--- src/rtl/seq_div_unit.sv ---
// Signed 32-bit restoring divider: quotient on lo_out, remainder on hi_out, div_zero on b==0.
// Latency: start edge N, 32 CALC edges, FIX edge N+33; done and results visible after N+33.
// Backpressure: none; start is only honoured in IDLE, otherwise ignored (busy high in CALC/FIX).
module seq_div_unit #(
    parameter int WIDTH = 32
) (
    input  logic             clock,
    input  logic             reset,
    input  logic             start,
    input  logic [WIDTH-1:0] a_in,
    input  logic [WIDTH-1:0] b_in,
    output logic [WIDTH-1:0] lo_out,
    output logic [WIDTH-1:0] hi_out,
    output logic             busy,
    output logic             done,
    output logic             div_zero
);

    localparam int CntW = $clog2(WIDTH);
    localparam logic [CntW-1:0] CntLast = CntW'(WIDTH - 1);

    typedef enum logic [1:0] {
        IDLE,
        CALC,
        FIX,
        ZERO
    } divState_t;

    divState_t        state;
    divState_t        stateNext;

    logic [WIDTH-1:0] dvd;        // dividend magnitude, becomes the quotient bit by bit
    logic [WIDTH-1:0] dvs;        // divisor magnitude
    logic [WIDTH-1:0] rem;        // partial remainder
    logic [CntW-1:0]  cnt;
    logic             signQ;
    logic             signR;

    logic [WIDTH-1:0] absA;
    logic [WIDTH-1:0] absB;
    logic [WIDTH:0]   trial;
    logic [WIDTH:0]   trialDiff;
    logic             fitsTrial;
    logic             divByZero;

    // Operand magnitudes and one restoring step; the 33-bit subtract borrow doubles as the compare.
    always_comb begin
        absA      = a_in[WIDTH-1] ? (~a_in + 1'b1) : a_in;
        absB      = b_in[WIDTH-1] ? (~b_in + 1'b1) : b_in;
        divByZero = (b_in == '0);
        trial     = {rem, dvd[WIDTH-1]};
        trialDiff = trial - {1'b0, dvs};
        fitsTrial = ~trialDiff[WIDTH];
    end

    // State register.
    always_ff @(posedge clock or posedge reset) begin
        if (reset) begin
            state <= IDLE;
        end else begin
            state <= stateNext;
        end
    end

    // Next-state logic plus the state-decoded busy and div_zero outputs.
    always_comb begin
        stateNext = state;
        busy      = 1'b0;
        div_zero  = 1'b0;
        case (state)
            IDLE: begin
                if (start) begin
                    stateNext = divByZero ? ZERO : CALC;
                end
            end
            CALC: begin
                busy = 1'b1;
                if (cnt == CntLast) begin
                    stateNext = FIX;
                end
            end
            FIX: begin
                busy      = 1'b1;
                stateNext = IDLE;
            end
            ZERO: begin
                div_zero  = 1'b1;
                stateNext = IDLE;
            end
            default: stateNext = IDLE;
        endcase
    end

    // Datapath: latch magnitudes on start, iterate in CALC, apply signs and pulse done in FIX.
    always_ff @(posedge clock or posedge reset) begin
        if (reset) begin
            dvd    <= '0;
            dvs    <= '0;
            rem    <= '0;
            cnt    <= '0;
            signQ  <= 1'b0;
            signR  <= 1'b0;
            lo_out <= '0;
            hi_out <= '0;
            done   <= 1'b0;
        end else begin
            done <= 1'b0;
            case (state)
                IDLE: begin
                    if (start && !divByZero) begin
                        dvd   <= absA;
                        dvs   <= absB;
                        rem   <= '0;
                        cnt   <= '0;
                        signQ <= a_in[WIDTH-1] ^ b_in[WIDTH-1];
                        signR <= a_in[WIDTH-1];
                    end
                end
                CALC: begin
                    dvd <= {dvd[WIDTH-2:0], fitsTrial};
                    rem <= fitsTrial ? trialDiff[WIDTH-1:0] : trial[WIDTH-1:0];
                    cnt <= cnt + 1'b1;
                end
                FIX: begin
                    // Negation wraps mod 2^WIDTH, so MIN/-1 yields MIN without any flag.
                    lo_out <= signQ ? (~dvd + 1'b1) : dvd;
                    hi_out <= signR ? (~rem + 1'b1) : rem;
                    done   <= 1'b1;
                end
                default: ;
            endcase
        end
    end

endmodule

--- config.mk ---
export PLATFORM = sky130hd
export DESIGN_NAME = seq_div_unit
export DESIGN_NICKNAME = d
export VERILOG_FILES = /design/src/rtl/seq_div_unit.sv
export SDC_FILE = /design/constraint.sdc
export NUM_CORES = 1
export LEC_CHECK = 0
export CORE_MARGIN = 5
export CORE_UTILIZATION = 50
export DETAILED_ROUTE_END_ITERATION = 6
export GPL_TIMING_DRIVEN = 0
export PLACE_DENSITY = 0.84
export SYNTH_ARGS = -nofsm -noshare
export SYNTH_HDL_FRONTEND = slang
export SYNTH_SLANG_ARGS = --single-unit
--- constraint.sdc ---
create_clock -name clock -period 10.4 [get_ports clock]
set_input_delay 2.08 -clock clock [delete_from_list [all_inputs] [get_ports clock]]
set_output_delay 2.08 -clock clock [all_outputs]
set_load 0.05 [all_outputs]
==> metrics.cfg, run 1 <==
[status]
status=finished clean

[floorplanning]
initial_core_util_pct=50.6
die_h_um=158
core.rowCount=54
fp.coreArea_um2=21800
die_w_um=158
pin_count=134
die-area_um2=25100

[grt]
grt_pass1_wl_um=48400
antenna_found_initial=0
grt_pass1_vias=9718
grt-ovfl-total=0
grt_use_total_pct=23.9
grt_max_degree=118

[drt]
vias=10200
drt_iter0_drc=662
avgViaCountPerCell=5.83
drc=0
antenna_left=0
avgRoutedWirePerCell_um=17.1
first_pass_iters=5
wl_um=29800

[yosys]
synth_compound_area_share_pct=19.6
synth_area_leaders=dfrtp_1 39%, xor2_1 7.2%, a21oi_1 6.7%
ys.flop_type=dfrtp_1
seq_area_frac_synth_pct=38.6
ys_warn_count=0
ys_ff_latch=170
yosysUniqueCellTypes=62
syn_inst=1297
synth-edff-count=0
synth_common_cells=170 x dfrtp_1, 155 x nand2_1, 147 x a21oi_1
synth_top_cell_area_share_pct=38.6
avgSynthCellArea_um2=8.49
synth.largest_area_cell=dfrtp_1
synth_area_um2=11000
synthArstFlopShare_pct=100
synth_adder_area_share_pct=4.95
synth.most_common_cell=dfrtp_1
synth_top_family_by_area=compound AO/OA/AOI/OAI gates
synthMuxAreaShare_pct=4.07
synthSimpleGateAreaFrac_pct=17.2
synth_xor_area_share_pct=11.3
syn_nets=1407

[setup_path]
critPathLaunch=b_in[21]
critPathLaunchType=input port
path_class=input port to register
worstPathMaxFanout=10
cp-end-kind=register
arrival_ps=5940
rr_startpoint=rem[17]
r2r_setup_slack_ps=6080
worst_ep_required_time_ps=10700

[place]
pre_cts_ws_ps=4350
dp_hpwl_um=22900
gp_congestion=0.939
place_inst=1711
port_buffers=133

[cells_and_area]
drive_above_1_share_pct=4.78
final_cells=1743
final_nets=1560
diodes=0
syn2layout_area_growth_pct=20.7
filler_cell_count=1867
fin_util_pct=61.1

[sta]
rsz0062_at_grt=false
fin_skew_ps=13.3
fin_crit_ps=5640
final-hold-violation-count=0
fmax_ghz=0.177
tns_ps=0
drv_slew=0
worst_slack_ps=4760
period_share_pct=54.3
tightest_slew_ps=1040
slew_headroom_pct=29.7
setup_viol=0

[min_path]
hp-class=register to register
min_from=cnt[4]

[clocking]
clk_latency_ps=440
postCtsSetupRepairBufs=0
numCtsBuffers=17
h-tree-depth=4
cts_tree=yes
clockBufferDepth=2
cts_resized=0
cts_root_buf=clkbuf_16
cts_hold_buf=0
path_clk_slew_ps=70
clock-sinks=170

[power]
p_per_area_nw_per_um2=300
p_total_mw=3.98
vdd_drop_max_uv=127
leakage_nw=5.79

[job]
maxCapViolCount=0

## per-stage QoR
stage / hold WS [ps] / area [um^2]
finish: 490 / 13300
global route: 517 / 13300
CTS: 491 / 13300
detailed placement: 477 / 12700
global placement: 462 / 12700
floorplan: 445 / 11000
## per-layer routing
| layer | up-vias | wire length (um) | track usage [%] | share of wire [%] |
|---|---|---|---|---|
| li1 | 4853 | - | - | - |
| met2 | 407 | 13600 | 38.0 | 46 |
| met4 | 0 | 520 | 7.11 | 1.7 |
| met1 | 4853 | 13200 | 33.7 | 44 |
| met3 | 52 | 2380 | 4.10 | 8.0 |
| met5 | - | 0 | 0 | 0 |
## sequential cells by signal, indices dropped and copies added (netlist names)
register,count
cnt,5
signQ,1
dvs,32
done,1
dvd,32
hi_out,32
state,2
rem,32
signR,1
lo_out,32
## power breakdown
part,total (mW),leakage (nW),internal [mW],switching (mW)
clock,0.617,0.272,0.334,0.282
combinational,2.21,3.45,0.756,1.46
sequential,1.15,2.07,0.929,0.224
total,3.98,5.79,2.02,1.96
## cells by family (layout without fill, tap and decap cells)
group	Yosys count	after routing
mux	44	44
buf+inv	120	286
fa+ha+maj	43	43
xor+xnor	142	142
simple gates	411	411
compound gates	367	367
flops	170	170
## worst paths after layout
kind	endpoint	cells after the start
worst min register to register	cnt[4]	2
worst max-delay path	rem[6]	10
min in group asynchronous	lo_out[7]	2
worst min-delay path	cnt[4]	2
max in group asynchronous	dvs[7]	3
worst max register to register	rem[6]	12
## final cells by class
type	count	area [um^2]	share of cell area [%]
Buffer	67	268	2.01
Clock buffer	18	429	3.23
Clock inverter	14	138	1.04
Inverter	53	206	1.55
Multi-Input combinational cell	1007	6290	47.3
Sequential cell	170	4250	32.0
Tap cell	280	350	2.63
Timing Repair Buffer	134	1360	10.2
## worst max-delay path, stage by stage
cell	delay (ps)
clkdlybuf4s50_1	480
or4_1	570
or2_2	320
or4_1	450
or3_1	360
o31ai_1	520
nand2_1	300
nand2_1	300
clkbuf_1	380
o21ai_0	180
## layout by cell type (no fill, tap or decap), types with 6 or more instances in the layout
cell	synthesis	routed
dfrtp_1	170	170
nand2_1	155	155
a21oi_1	147	147
clkdlybuf4s50_1	0	133
nor2_1	127	127
o21ai_0	109	109
xor2_1	91	91
inv_1	52	51
xnor2_1	51	51
clkbuf_1	43	44
ha_1	42	42
mux2i_1	38	38
o31ai_1	32	32
nand2b_1	19	19
o41ai_1	17	17
clkbuf_16	0	17
nor3_1	16	16
buf_2	13	13
nand3_1	13	13
or4_1	12	12
or3_1	11	11
buf_1	11	11
nor4_1	9	9
a21o_1	9	9
or2_2	8	8
nand4_1	7	7
o21ai_1	7	7
o211ai_1	6	6
mux2_2	6	6
(Power assumes the default switching activity.)
==> run 2, diff against run 1 <==
PLACE_DENSITY = 0.87   (was 0.84)
clock period = 4.8 ns   (was 10.4 ns; I/O delays follow)
==> run 2 against run 1 <==
Via count fell by 0.24%. First-iteration DRC count rose by 8.9%. Register-to-register slack got worse by 5600 ps. Clock skew fell by 5.5 ps. Cell area rose by 0.52%. Critical path depth did not move. Worst hold slack got worse by 8.2 ps.
==> metrics.cfg, run 2 (synthesis gave the netlist of run 1 again) <==
[sta]
tightest_slew_ps=1120  ; +74.4 ps
setup_viol=0  ; unchanged
period_share_pct=94.4
final-hold-violation-count=0  ; unchanged
fin_skew_ps=7.73  ; -5.52 ps
rsz0062_at_grt=false
drv_slew=0  ; unchanged
fin_crit_ps=4530
fmax_ghz=0.221
slew_headroom_pct=24.7  ; -5.0 points

[setup_path]
max_stage_delay_ps=570  ; about the same
critPathLaunchType=input port
path_class=input port to register
r2r_setup_slack_ps=510  ; -5570 ps
crit_chain=clkdlybuf4s50_1 > or4_1 > or2_2 > or4_1 > or3_1 > o31ai_1 > nand2_1 > nand2_1 > clkbuf_1 > o21ai_0
arrival_ps=4830  ; -1110 ps
worst_ep_required_time_ps=5090  ; -5610 ps
crit_slowest_cell=or4_1
worstPathMaxFanout=10  ; unchanged
cp-end-kind=register

[power]
vdd_drop_max_uv=285  ; +120%
p_int_mw=4.41  ; +120%
pwr-share-clk_pct=16.0  ; +0.5 points
combPwrFrac_pct=55.3  ; -0.3 points
switchingPower_mw=4.29  ; +120%
p_total_mw=8.69  ; +120%
swShare_pct=49.3  ; about the same
p_per_area_nw_per_um2=651  ; +120%
leakage_nw=5.82  ; +0.48%
pwr-share-seq_pct=28.7  ; -0.2 points

[clocking]
cts_resized=0  ; unchanged
clock-sinks=170  ; unchanged
clk_latency_ps=440  ; about the same
clockBufferDepth=2  ; unchanged
postCtsSetupRepairBufs=0  ; unchanged
cts_tree=yes
cts_hold_buf=0  ; unchanged
numCtsBuffers=17  ; unchanged
path_clk_slew_ps=70  ; about the same
cts_root_buf=clkbuf_16
h-tree-depth=4  ; unchanged

[drt]
vias=10100  ; -0.24%
avgRoutedWirePerCell_um=17.0  ; -0.54%
first_pass_iters=6  ; +1
antenna_left=0  ; unchanged
drc=0  ; unchanged
avgViaCountPerCell=5.81  ; -0.41%
drt_iter0_drc=721  ; +8.9%
wl_um=29700  ; -0.37%

[cells_and_area]
syn2layout_area_growth_pct=21.4
final_cells=1746  ; +0.17%
final_common_cell=dfrtp_1
fin_area_um2=13400  ; +0.52%
fin_util_pct=61.4  ; +0.32 points
drive_above_1_share_pct=5.05  ; +0.26 points
final_nets=1563  ; +0.19%
diodes=0  ; unchanged
final_cell_mix=170 x dfrtp_1, 155 x nand2_1, 147 x a21oi_1

[place]
port_buffers=133  ; unchanged
dp_hpwl_um=23400  ; +2.0%
placed_area_um2=12800  ; +0.38%
place_inst=1714  ; +0.18%
gp_congestion=0.956  ; +1.8%

[status]
status=finished clean

[grt]
grt_max_degree=46  ; -61%
grt_use_total_pct=23.6  ; -0.25 points
grt_pass1_vias=9729  ; +0.11%
grt_pass1_wl_um=48100  ; -0.50%
grt-ovfl-total=0  ; unchanged
antenna_found_initial=0  ; unchanged

[job]
maxCapViolCount=0  ; unchanged

[floorplanning]
core.rowCount=54  ; unchanged
fp.coreArea_um2=21800  ; unchanged
die_h_um=158  ; unchanged
die_w_um=158  ; unchanged
die-area_um2=25100  ; unchanged
initial_core_util_pct=50.6  ; unchanged
pin_count=134  ; unchanged

[min_path]
hp-class=register to register

## run 2: cell count changes in the layout (fill, tap and decap cells not counted), sizes merged
cell	previous run	this run
clkinvlp	2	4
inv	58	62
buf	25	28
clkinv	6	0
## run 2: routing by layer
layer	vias to the layer above	GRT usage [%]	share of wire, %
met3	53	4.32	8.2
met5	-	0	0
met4	0	7.72	2.2
met1	4820	32.6	43
met2	407	37.9	46
li1	4861	-	-
## run 2: worst max-delay path, delay by kind of cell
family	cells	cell delay (ps)
simple gates	6	2270
buf+inv	2	880
compound gates	2	720
## run 2: power groups by stage
| stage | Sequential, mW | Clock [mW] | Combinational, mW |
|---|---|---|---|
| 6_report | 2.50 | 1.39 | 4.81 |
| 3_5_place_dp | 2.50 | 0 | 4.75 |
| 3_3_place_gp | 2.47 | 0 | 4.61 |
| 5_1_grt | 2.56 | 1.45 | 5.21 |
| 4_1_cts | 2.48 | 1.40 | 4.80 |
| 2_1_floorplan | 3.31 | 0 | 2.42 |
## run 2: final timing paths
check	from	endpoint	cells after the start
setup reg to reg	rem[17]	rem[18]	12
hold / removal	cnt[4]	cnt[4]	2
min in group asynchronous	reset	lo_out[12]	2
hold reg to reg	cnt[4]	cnt[4]	2
setup / recovery	b_in[21]	rem[9]	10
max in group asynchronous	reset	rem[15]	4
## run 2: final cells by class
| class | instances | area [um^2] |
|---|---|---|
| plain buffers | 67 | 268 |
| clock buffers | 18 | 439 |
| clock inverters | 14 | 148 |
| fillers | 1829 | 8390 |
| inverters | 53 | 203 |
| multi-input cells | 1007 | 6290 |
| flip-flops and latches | 170 | 4250 |
| well taps | 280 | 350 |
| repair buffers | 137 | 1410 |
## run 2: through the flow
stage	setup WS (ps)	TNS (ps)	hold slack (ps)
global placement	-140	-4410	461
detailed placement	-202	-7700	467
CTS	254	0	482
global route	4.57	0	510
finish	267	0	482
floorplan	1040	0	445
==> patch: new RTL, settings of run 2 <==
`WIDTH`: 32 -> 16.
--- a/src/rtl/seq_div_unit.sv
+++ b/src/rtl/seq_div_unit.sv
@@ -2,7 +2,7 @@
 // Latency: start edge N, 32 CALC edges, FIX edge N+33; done and results visible after N+33.
 // Backpressure: none; start is only honoured in IDLE, otherwise ignored (busy high in CALC/FIX).
 module seq_div_unit #(
-    parameter int WIDTH = 32
+    parameter int WIDTH = 16
 ) (
     input  logic             clock,
     input  logic             reset,
Interface: changed (resized a_in, b_in, hi_out and lo_out); port bits go from 134 to 70. The function was not compared with the original's and may differ.
==> patch against run 2 <==
  * Largest power group unchanged
  * Routed wire length down 52%
  * Utilization grew 1.0 points
  * Register-to-register slack better by 0.96 ns
  * Sequential cell count shrank 81
  * Sequential share of layout area is 0.77 points higher
  * Setup slack better by 1.2 ns
  * Synthesized cell count shrank 50%
  * Power decreased by 45%
  * Critical path type unchanged
  * Area after synthesis down 49%
  * Critical endpoint is now rem[6]
  * Final cell count shrank 50%
  * Via count shrank 51%
  * Non-clock buffer count down 105
  * Cell area down 49%
  * Largest cell class unchanged
==> patch: results (changes against run 2) <==
total number of multi-input combinational cells=487 (-52%); count of port buffers added during placement=67 (-50%); share of synthesized area occupied by flip-flops and latches=0.394 (+0.00779); Arr. time, crit path=3.63 ns (-1.20 ns); GR Util All Layers=0.221 (-0.0157); cell area reported after detailed placement=6530 um^2 (-49%); xor-xnor portion of the synthesized cell area=0.102 (-0.0106); starting DRC count in detailed routing=439 (-39%); clock latency reported for the late side of the worst-skew pair=0.35 ns (-0.09 ns); reg2reg setup slack=1.47 ns (+0.96 ns); CTS buffer count=9 (-8); # placed instances=851 (-50%); Achievable Freq=298 MHz (+35%); end point of the worst hold path=dvs[0]; R2R cell count=11 (-1); post-synthesis net count=704 (-50%); fraction of met2 tracks used by global routing=0.364 (-0.0154); area of combinational cells with multiple inputs=3150 um^2 (-50%); Pleak=2.96 nW (-49%); top cells by instance count after synthesis=89 x sky130_fd_sc_hd__dfrtp_1, 79 x sky130_fd_sc_hd__nand2_1, 62 x sky130_fd_sc_hd__a21oi_1, 48 x sky130_fd_sc_hd__nor2_1, 41 x sky130_fd_sc_hd__xor2_1; total met2 wirelength after detailed routing=6810 um (-50%); post-synthesis adder-cell area fraction=0.0589 (+0.00935); hold wc startpoint=dvs[0]; H-tree levels=3 (-1); met1 track demand over resource=0.291 (-0.0348); Worst Hold Slack=0.498 ns (+0.0167 ns); worst hold stages=1 (-1); DR WL met3=868 um (-64%); worst-margin pin slew=0.693 ns (-0.423 ns); tapcell count=140 (-50%); average size of a mapped cell=8.79 um^2 (+3.5%); weighted congestion at the end of routability-driven global placement=0.889 (-7.0%); outcome=finished clean; source of the critical timing path=b_in[7]; cells taking the most area after synthesis=sky130_fd_sc_hd__dfrtp_1 39%, sky130_fd_sc_hd__xor2_1 6.4%, sky130_fd_sc_hd__ha_1 5.5%; worst clock skew=0.00750 ns (-0.000228 ns); worst slack at placement=1.12 ns (+1.32 ns); startpoint of the worst register-to-register path=dvd[15]; global-route wire length before repair=23800 um (-50%); sequential share of power=0.280 (-0.007); count of cell types in the netlist=55 (-11%)
patch: changes by cell type in the layout (fill, tap and decap cells not counted), moves of 22 or more:
cell                              delta
sky130_fd_sc_hd__xnor2_1            -26
sky130_fd_sc_hd__o21ai_1            +22
sky130_fd_sc_hd__nand2_1            -76
sky130_fd_sc_hd__nor2_1             -79
sky130_fd_sc_hd__clkdlybuf4s50_1    -66
sky130_fd_sc_hd__dfrtp_1            -81
sky130_fd_sc_hd__xor2_1             -50
sky130_fd_sc_hd__o21ai_0            -81
sky130_fd_sc_hd__a21oi_1            -85
sky130_fd_sc_hd__mux2i_1            -23
patch: cells by family (layout without fill, tap and decap cells):
group / count (synthesis) / in the layout
compound gates: 181 / 181
xor+xnor: 66 / 66
fa+ha+maj: 26 / 26
buf+inv: 67 / 151
flops: 89 / 89
mux: 23 / 23
simple gates: 191 / 191
